[src/rtl/imm_gen_pipe.sv]
// Pipelined immediate generator for the decode stage.
// Builds the sign/zero-extended immediate for the RV32/RV64 base formats,
// the CSR zimm form and the shift amount. The result sits behind a two-entry
// skid buffer (main = output register, skid = overflow register), so
// in_ready never depends combinationally on out_ready.
module imm_gen_pipe #(
    parameter int DATA_BUS_WIDTH = 32,
    parameter int TAG_WIDTH      = 32
) (
    input  logic                      clk,
    input  logic                      rst,
    input  logic                      flush,
    input  logic                      in_valid,
    output logic                      in_ready,
    input  logic [2:0]                imm_src,
    input  logic [31:0]               instr,
    input  logic [TAG_WIDTH-1:0]      in_tag,
    output logic                      out_valid,
    input  logic                      out_ready,
    output logic [DATA_BUS_WIDTH-1:0] out_imm,
    output logic [TAG_WIDTH-1:0]      out_tag,
    output logic                      out_illegal
);

    localparam logic [1:0] ST_EMPTY = 2'd0;
    localparam logic [1:0] ST_ONE   = 2'd1;
    localparam logic [1:0] ST_TWO   = 2'd2;

    localparam bit IS_64 = (DATA_BUS_WIDTH == 64);

    logic [1:0]                r_state;
    logic [DATA_BUS_WIDTH-1:0] r_main_imm;
    logic [TAG_WIDTH-1:0]      r_main_tag;
    logic                      r_main_ill;
    logic [DATA_BUS_WIDTH-1:0] r_skid_imm;
    logic [TAG_WIDTH-1:0]      r_skid_tag;
    logic                      r_skid_ill;

    logic [31:0]               w_imm32;
    logic                      w_illegal;
    logic [DATA_BUS_WIDTH-1:0] w_imm_ext;
    logic                      w_in_xfer;
    logic                      w_out_xfer;
    logic                      w_load_main_new;
    logic                      w_load_main_skid;
    logic                      w_load_skid;
    logic                      w_unused_opcode;

    // The opcode field never contributes to any immediate.
    assign w_unused_opcode = ^instr[6:0];

    // Assemble the 32-bit immediate for the selected format.
    always_comb begin
        // NOTE: every output of a combinational block gets a default first,
        // otherwise a missed case arm infers a latch.
        w_imm32   = '0;
        w_illegal = 1'b0;
        case (imm_src)
            3'b000: w_imm32 = {{20{instr[31]}}, instr[31:20]};
            3'b001: w_imm32 = {{20{instr[31]}}, instr[31:25], instr[11:7]};
            3'b010: w_imm32 = {{19{instr[31]}}, instr[31], instr[7],
                               instr[30:25], instr[11:8], 1'b0};
            3'b011: w_imm32 = {{11{instr[31]}}, instr[31], instr[19:12],
                               instr[20], instr[30:21], 1'b0};
            3'b100: w_imm32 = {instr[31:12], 12'b0};
            3'b101: w_imm32 = {27'b0, instr[19:15]};
            3'b110: begin
                if (IS_64) w_imm32 = {26'b0, instr[25:20]};
                else       w_imm32 = {27'b0, instr[24:20]};
            end
            default: w_illegal = 1'b1;
        endcase
    end

    // The zero-extended forms (zimm, shamt, reserved) always have bit 31
    // clear, so one sign extension from bit 31 covers every format.
    generate
        if (IS_64) begin : g_ext64
            assign w_imm_ext = {{32{w_imm32[31]}}, w_imm32};
        end else begin : g_ext32
            assign w_imm_ext = w_imm32;
        end
    endgenerate

    assign w_in_xfer  = in_valid && in_ready;
    assign w_out_xfer = out_valid && out_ready;

    assign w_load_main_new  = w_in_xfer &&
                              ((r_state == ST_EMPTY) || ((r_state == ST_ONE) && w_out_xfer));
    assign w_load_main_skid = (r_state == ST_TWO) && w_out_xfer;
    assign w_load_skid      = (r_state == ST_ONE) && w_in_xfer && !w_out_xfer;

    // Buffer occupancy: EMPTY -> ONE -> TWO and back; flush empties it.
    always_ff @(posedge clk or posedge rst) begin
        // NOTE: sequential state uses non-blocking assignments so every
        // register samples pre-edge values regardless of block ordering.
        if (rst) begin
            r_state <= ST_EMPTY;
        end else if (flush) begin
            r_state <= ST_EMPTY;
        end else begin
            case (r_state)
                ST_EMPTY: if (w_in_xfer) r_state <= ST_ONE;
                ST_ONE: begin
                    if (w_in_xfer && !w_out_xfer)      r_state <= ST_TWO;
                    else if (!w_in_xfer && w_out_xfer) r_state <= ST_EMPTY;
                end
                ST_TWO:   if (w_out_xfer) r_state <= ST_ONE;
                default:  r_state <= ST_EMPTY;
            endcase
        end
    end

    // Main (output) register: loads a fresh entry or promotes the skid entry.
    always_ff @(posedge clk or posedge rst) begin
        // NOTE: the payload registers are reset too so out_tag reads zero out
        // of reset; validity itself is tracked only by r_state.
        if (rst) begin
            r_main_imm <= '0;
            r_main_tag <= '0;
            r_main_ill <= 1'b0;
        end else if (w_load_main_new) begin
            r_main_imm <= w_imm_ext;
            r_main_tag <= in_tag;
            r_main_ill <= w_illegal;
        end else if (w_load_main_skid) begin
            r_main_imm <= r_skid_imm;
            r_main_tag <= r_skid_tag;
            r_main_ill <= r_skid_ill;
        end
    end

    // Skid register: catches the entry accepted while the output is stalled.
    always_ff @(posedge clk or posedge rst) begin
        if (rst) begin
            r_skid_imm <= '0;
            r_skid_tag <= '0;
            r_skid_ill <= 1'b0;
        end else if (w_load_skid) begin
            r_skid_imm <= w_imm_ext;
            r_skid_tag <= in_tag;
            r_skid_ill <= w_illegal;
        end
    end

    // Ready depends only on registered occupancy, never on out_ready.
    assign in_ready    = (r_state != ST_TWO);
    assign out_valid   = (r_state != ST_EMPTY);
    assign out_imm     = out_valid ? r_main_imm : '0;
    assign out_tag     = r_main_tag;
    assign out_illegal = out_valid & r_main_ill;

endmodule

[config.mk]
export PLATFORM = sky130hd
export DESIGN_NAME = imm_gen_pipe
export DESIGN_NICKNAME = d
export VERILOG_FILES = /design/src/rtl/imm_gen_pipe.sv
export SDC_FILE = /design/constraint.sdc
export NUM_CORES = 1
export LEC_CHECK = 0
export BUFFER_PORTS_ARGS = -buffer_cell sky130_fd_sc_hd__buf_2
export CAP_MARGIN = 10
export CELL_PAD_IN_SITES_DETAIL_PLACEMENT = 1
export CELL_PAD_IN_SITES_GLOBAL_PLACEMENT = 2
export CORE_ASPECT_RATIO = 1.75
export CORE_MARGIN = 1.5
export CORE_UTILIZATION = 36
export CTS_BUF_LIST = sky130_fd_sc_hd__clkbuf_2
export DETAILED_ROUTE_END_ITERATION = 7
export PLACE_DENSITY_LB_ADDON = 0.1
export SKIP_CTS_REPAIR_TIMING = 1
export SYNTH_ARGS = -nofsm -noshare
export SYNTH_HDL_FRONTEND = slang
export SYNTH_SLANG_ARGS = --single-unit
[constraint.sdc]
create_clock -name clk -period 10.6 [get_ports clk]
set_input_delay 1.59 -clock clk [delete_from_list [all_inputs] [get_ports clk]]
set_output_delay 1.59 -clock clk [all_outputs]
set_load 0.005 [all_outputs]
---- After elaboration in Yosys (flattened, before gate mapping) ----
Index checks and enable logic that the tools add are counted.
operators by class
  equal/unequal tests ..................... 12
  mux-type cells .......................... 15
  bitwise operators ....................... 1
  reductions and logical operators ........ 18
operators with widths
  cell                                                                     count
  32-bit case mux with 7 select lines                                      1
  32-bit 2-to-1 mux                                                        5
  2-bit 2-to-1 mux                                                         5
  3-bit equality test, second input constant                               3
  1-bit logical AND                                                        9
  7-bit OR reduction                                                       1
  3-bit by 2-bit equality test with 1-bit output, second input constant    2
  3-bit inequality test, second input constant                             2
  2-bit case mux with 3 select lines                                       1
  4-bit by 2-bit inequality test with 1-bit output, second input constant  1
  2-bit nonzero test                                                       2
  3-bit by 1-bit equality test with 1-bit output, second input constant    1
  3-bit logical NOT                                                        1
  1-bit 2-to-1 mux                                                         3
  3-bit AND reduction                                                      1
  2-bit by 1-bit equality test with 1-bit output, second input constant    1
  2-bit equality test, second input constant                               1
  1-bit logical NOT                                                        2
  2-bit logical NOT                                                        1
  2-bit inequality test, second input constant                             1
  1-bit AND                                                                1
  1-bit logical OR                                                         1
word-level totals
  register bits ........................... 132
  input bits .............................. 72

---- Depth between registers and ports, before layout ----
  depth in word-level cells ............... 8
  depth in mapped cells ................... 9
  depth with buffers taken out ............ 6

---- Worst setup path before layout ----
No wires, ideal clock.
  path type ............................... register to output
  from .................................... reg r_state[1]
  to ...................................... out out_imm[23]
  arrival time ............................ 1240 ps
  path slack .............................. 7770 ps
  cell stages (with the launch flop) ...... 6
  cell sequence ........................... dfrtp_1 > buf_2 > or2_2 > clkbuf_1 > clkbuf_1 > and2_1
on the way
  cells in the longest elaborated chain, start to end .. 2
RTL lines
  item                    line  text
  start, declared         31    logic [1:0] r_state;
  start signal, assigned  98    r_state <= ST_EMPTY;
  start signal, assigned  100   r_state <= ST_EMPTY;
  start signal, assigned  103   ST_EMPTY: if (w_in_xfer) r_state <= ST_ONE;
  2-bit nonzero test      148   assign out_valid = (r_state != ST_EMPTY);
  named net out_valid     18    output logic out_valid,
  32-bit 2-to-1 mux       149   assign out_imm = out_valid ? r_main_imm : '0;
  end, declared           20    output logic [DATA_BUS_WIDTH-1:0] out_imm,
The timed path passes the listed nets, and every way through them passes these cells.

---- Worst setup path in the final report ----
  from .................................... reg r_state[0]
  to ...................................... out out_imm[15]
on the way
  cells in the longest elaborated chain, start to end .. 2
RTL lines
  item                line
  2-bit nonzero test  148
  32-bit 2-to-1 mux   149
No other way between the ends.

==> flow_metrics.tcl <==
set metrics [dict create \
    yosysTopAreaCellShare 0.539 \
    syn_nets 747 \
    pwr-share-seq 0.550 \
    synthArstFlopShare 1.00 \
    slew_headroom 0.257 \
    gp_congestion 0.780 \
    p_leak_uw 0.00353 \
    grt_antenna_before_repair 1 \
    critical_path_class "flip-flop to primary output" \
    power_switching_uw 385 \
    drt_pre_antenna_iters 4 \
    hold_class "flip-flop to flip-flop" \
    ir_drop_mv 0.0682 \
    port_buffers 131 \
    multi_input_area_um2 2570 \
    worstMarginPinSlew_ps 1110 \
    place_hpwl_um 11900 \
    drt.antenna.violating_nets 0 \
    rsz0062_at_grt "false" \
    vias_per_cell 5.15 \
    synth-seq-cells 132 \
    mostFrequentLayoutCell "nand2_1" \
    final_cell_mix "nand2_1 (202), dfrtp_1 (132), buf_2 (131)" \
    post-route-util 0.425 \
    fin_cells 1020 \
    path_clk_slew_ps 210 \
    fmax_ghz 0.264 \
    synthXorXnorAreaFrac 0.00265 \
    gr-total-overflow 0 \
    htreeDepth 4 \
    p_int_uw 805 \
    syn-mean-instance-area_um2 9.10 \
    routed_wl_um 18300 \
    chipWidth_um 102 \
    required_ps 9010 \
    insertion_delay_ps 670 \
    dieArea_um2 17900 \
    drc_errors 0 \
    share_comb_of_total_power 0.183 \
    worst_clock_skew_ps 45.5 \
    hold_viol_final 0 \
    clk_path_buf_depth 2 \
    dpl.cell_count 987 \
    crit_fanout 35 \
    synth_fa_ha_area_frac 0.00204 \
    crit_arrival_ps 2200 \
    holdWs_ps 508 \
    muxShareOfSynthArea 0.0155 \
    synth-simple-area-share 0.252 \
    final_cell_area_um2 7130 \
    synth_flop_cell "dfrtp_1" \
    grtUsageTotal 0.214 \
    drive_gt1_frac 0.231 \
    fillCellCount 2030 \
    synth_area_um2 6130 \
    cts_sinks 132 \
    fin_crit_sh 0.358 \
    fin_nets 852 \
    synth_cells 674 \
    cts_made_buffers 17 \
    synth_edf_count 0 \
    cts_root_buffer "clkbuf_2" \
    placed_cell_area_um2 6890 \
    ys_warn_count 0 \
    synthDistinctLibCells 42 \
    seq_area_um2 3300 \
    crit_path_end_kind "primary output" \
    grt_pass1_wl_um 29700 \
    status "completed" \
    die_h_um 176 \
    cts_tree "built" \
    synth_compound_area_frac 0.145 \
    initial_core_util 0.365 \
    grt_max_degree 85 \
    finalSetupViolCount 0 \
    synth_top_family_by_area "simple AND/OR/NAND/NOR gates" \
    pwr-share-clk 0.267 \
    synth-seq-area-share 0.539 \
    finalCriticalPeriod_ps 3790 \
    areaGrowthSynthToFinish_pct 16.3 \
    ys_top_cells_by_area "dfrtp_1 (54%), nand2_1 (12%), and2_1 (4.3%)" \
    startpoint_type "flip-flop" \
    swShare 0.324 \
    grt_pass1_vias 5892 \
    setup_tns_ps 0 \
    powerDensity_nw_per_um2 167 \
    vias 5254 \
    drt_iter0_drc 163 \
    slew_violations 0 \
    yosysTopAreaCell "dfrtp_1" \
    io_pins 139 \
    wire_per_inst_um 18.0 \
    core_area_um2 16800 \
    cap_violations 0 \
    rows 63 \
]
## cells by family after synthesis
family	count (synthesis)
flip-flops	132
adder cells (fa/ha/maj)	1
buffers and inverters	56
AO/OA/AOI/OAI	140
multiplexers	9
XOR/XNOR	1
AND/OR/NAND/NOR	335
## path summary, 6_finish.rpt
path / from / endpoint / slack [ps] / cells past startpoint
min in group asynchronous: rst / r_main_imm[7]$_DFFE_PP0P_ / 960 / 2
worst min register to register: r_skid_imm[6]$_DFFE_PP0P_ / r_skid_imm[6]$_DFFE_PP0P_ / 510 / 2
max in group asynchronous: rst / r_skid_imm[11]$_DFFE_PP0P_ / 8270 / 3
worst max register to register: r_state[1]$_DFFE_PP0P_ / r_skid_imm[3]$_DFFE_PP0P_ / 8450 / 3
worst min-delay path: r_skid_imm[6]$_DFFE_PP0P_ / r_skid_imm[6]$_DFFE_PP0P_ / 510 / 2
worst max-delay path: r_state[0]$_DFFE_PP0P_ / out_imm[15] / 6810 / 3
## area by class of cell
type	instances	share of cell area
flip-flops and latches	132	0.463
multi-input cells	486	0.360
repair buffers	138	0.0993
well taps	227	0.0398
clock inverters	13	0.0209
clock buffers	19	0.0133
inverters	4	0.00281
diodes	1	0.000351
## state kept, by name, summed over array words and instances (netlist names)
name and cells:
out_tag 32, r_main_imm 32, r_skid_imm 32, r_skid_tag 32, r_state 2, r_main_ill 1, r_skid_ill 1
## layer usage
metal,share of wire,global-route usage,up-vias
li1,-,-,2492
met1,0.40,0.238,2637
met2,0.54,0.397,105
met3,0.036,0.0406,20
met4,0.018,0.0700,0
met5,0,0,-
## metrics by stage
| step | setup WS (ps) | total power, µW |
|---|---|---|
| after global placement | 7160 | 867 |
| after global routing | 6600 | 1270 |
| after detailed placement | 7140 | 887 |
| after floorplan | 5480 | 791 |
| final | 6810 | 1190 |
| after CTS | 6690 | 1210 |
## power by group through the flow
stage	logic (µW)	clock network (µW)	registers, µW
floorplan	141	0	651
global placement	211	0	656
detailed placement	223	0	664
CTS	223	333	655
global route	251	351	666
finish	218	318	654
## cells in the mapped netlist, types with 8 or more instances
library cell / n
nor4_1: 8
nor2b_1: 9
nor3b_1: 9
o21ai_0: 41
a21oi_1: 14
a31oi_1: 33
nand2_1: 204
clkbuf_1: 25
buf_2: 18
a22oi_1: 22
nor2_1: 38
and2_1: 42
dfrtp_1: 132
## critical path, stage by stage (launching register included)
cell     delay, ps
dfrtp_1        510
or2_2          580
and2_1         310
buf_2          130
Note: power is estimated with default switching activity, not from simulation.
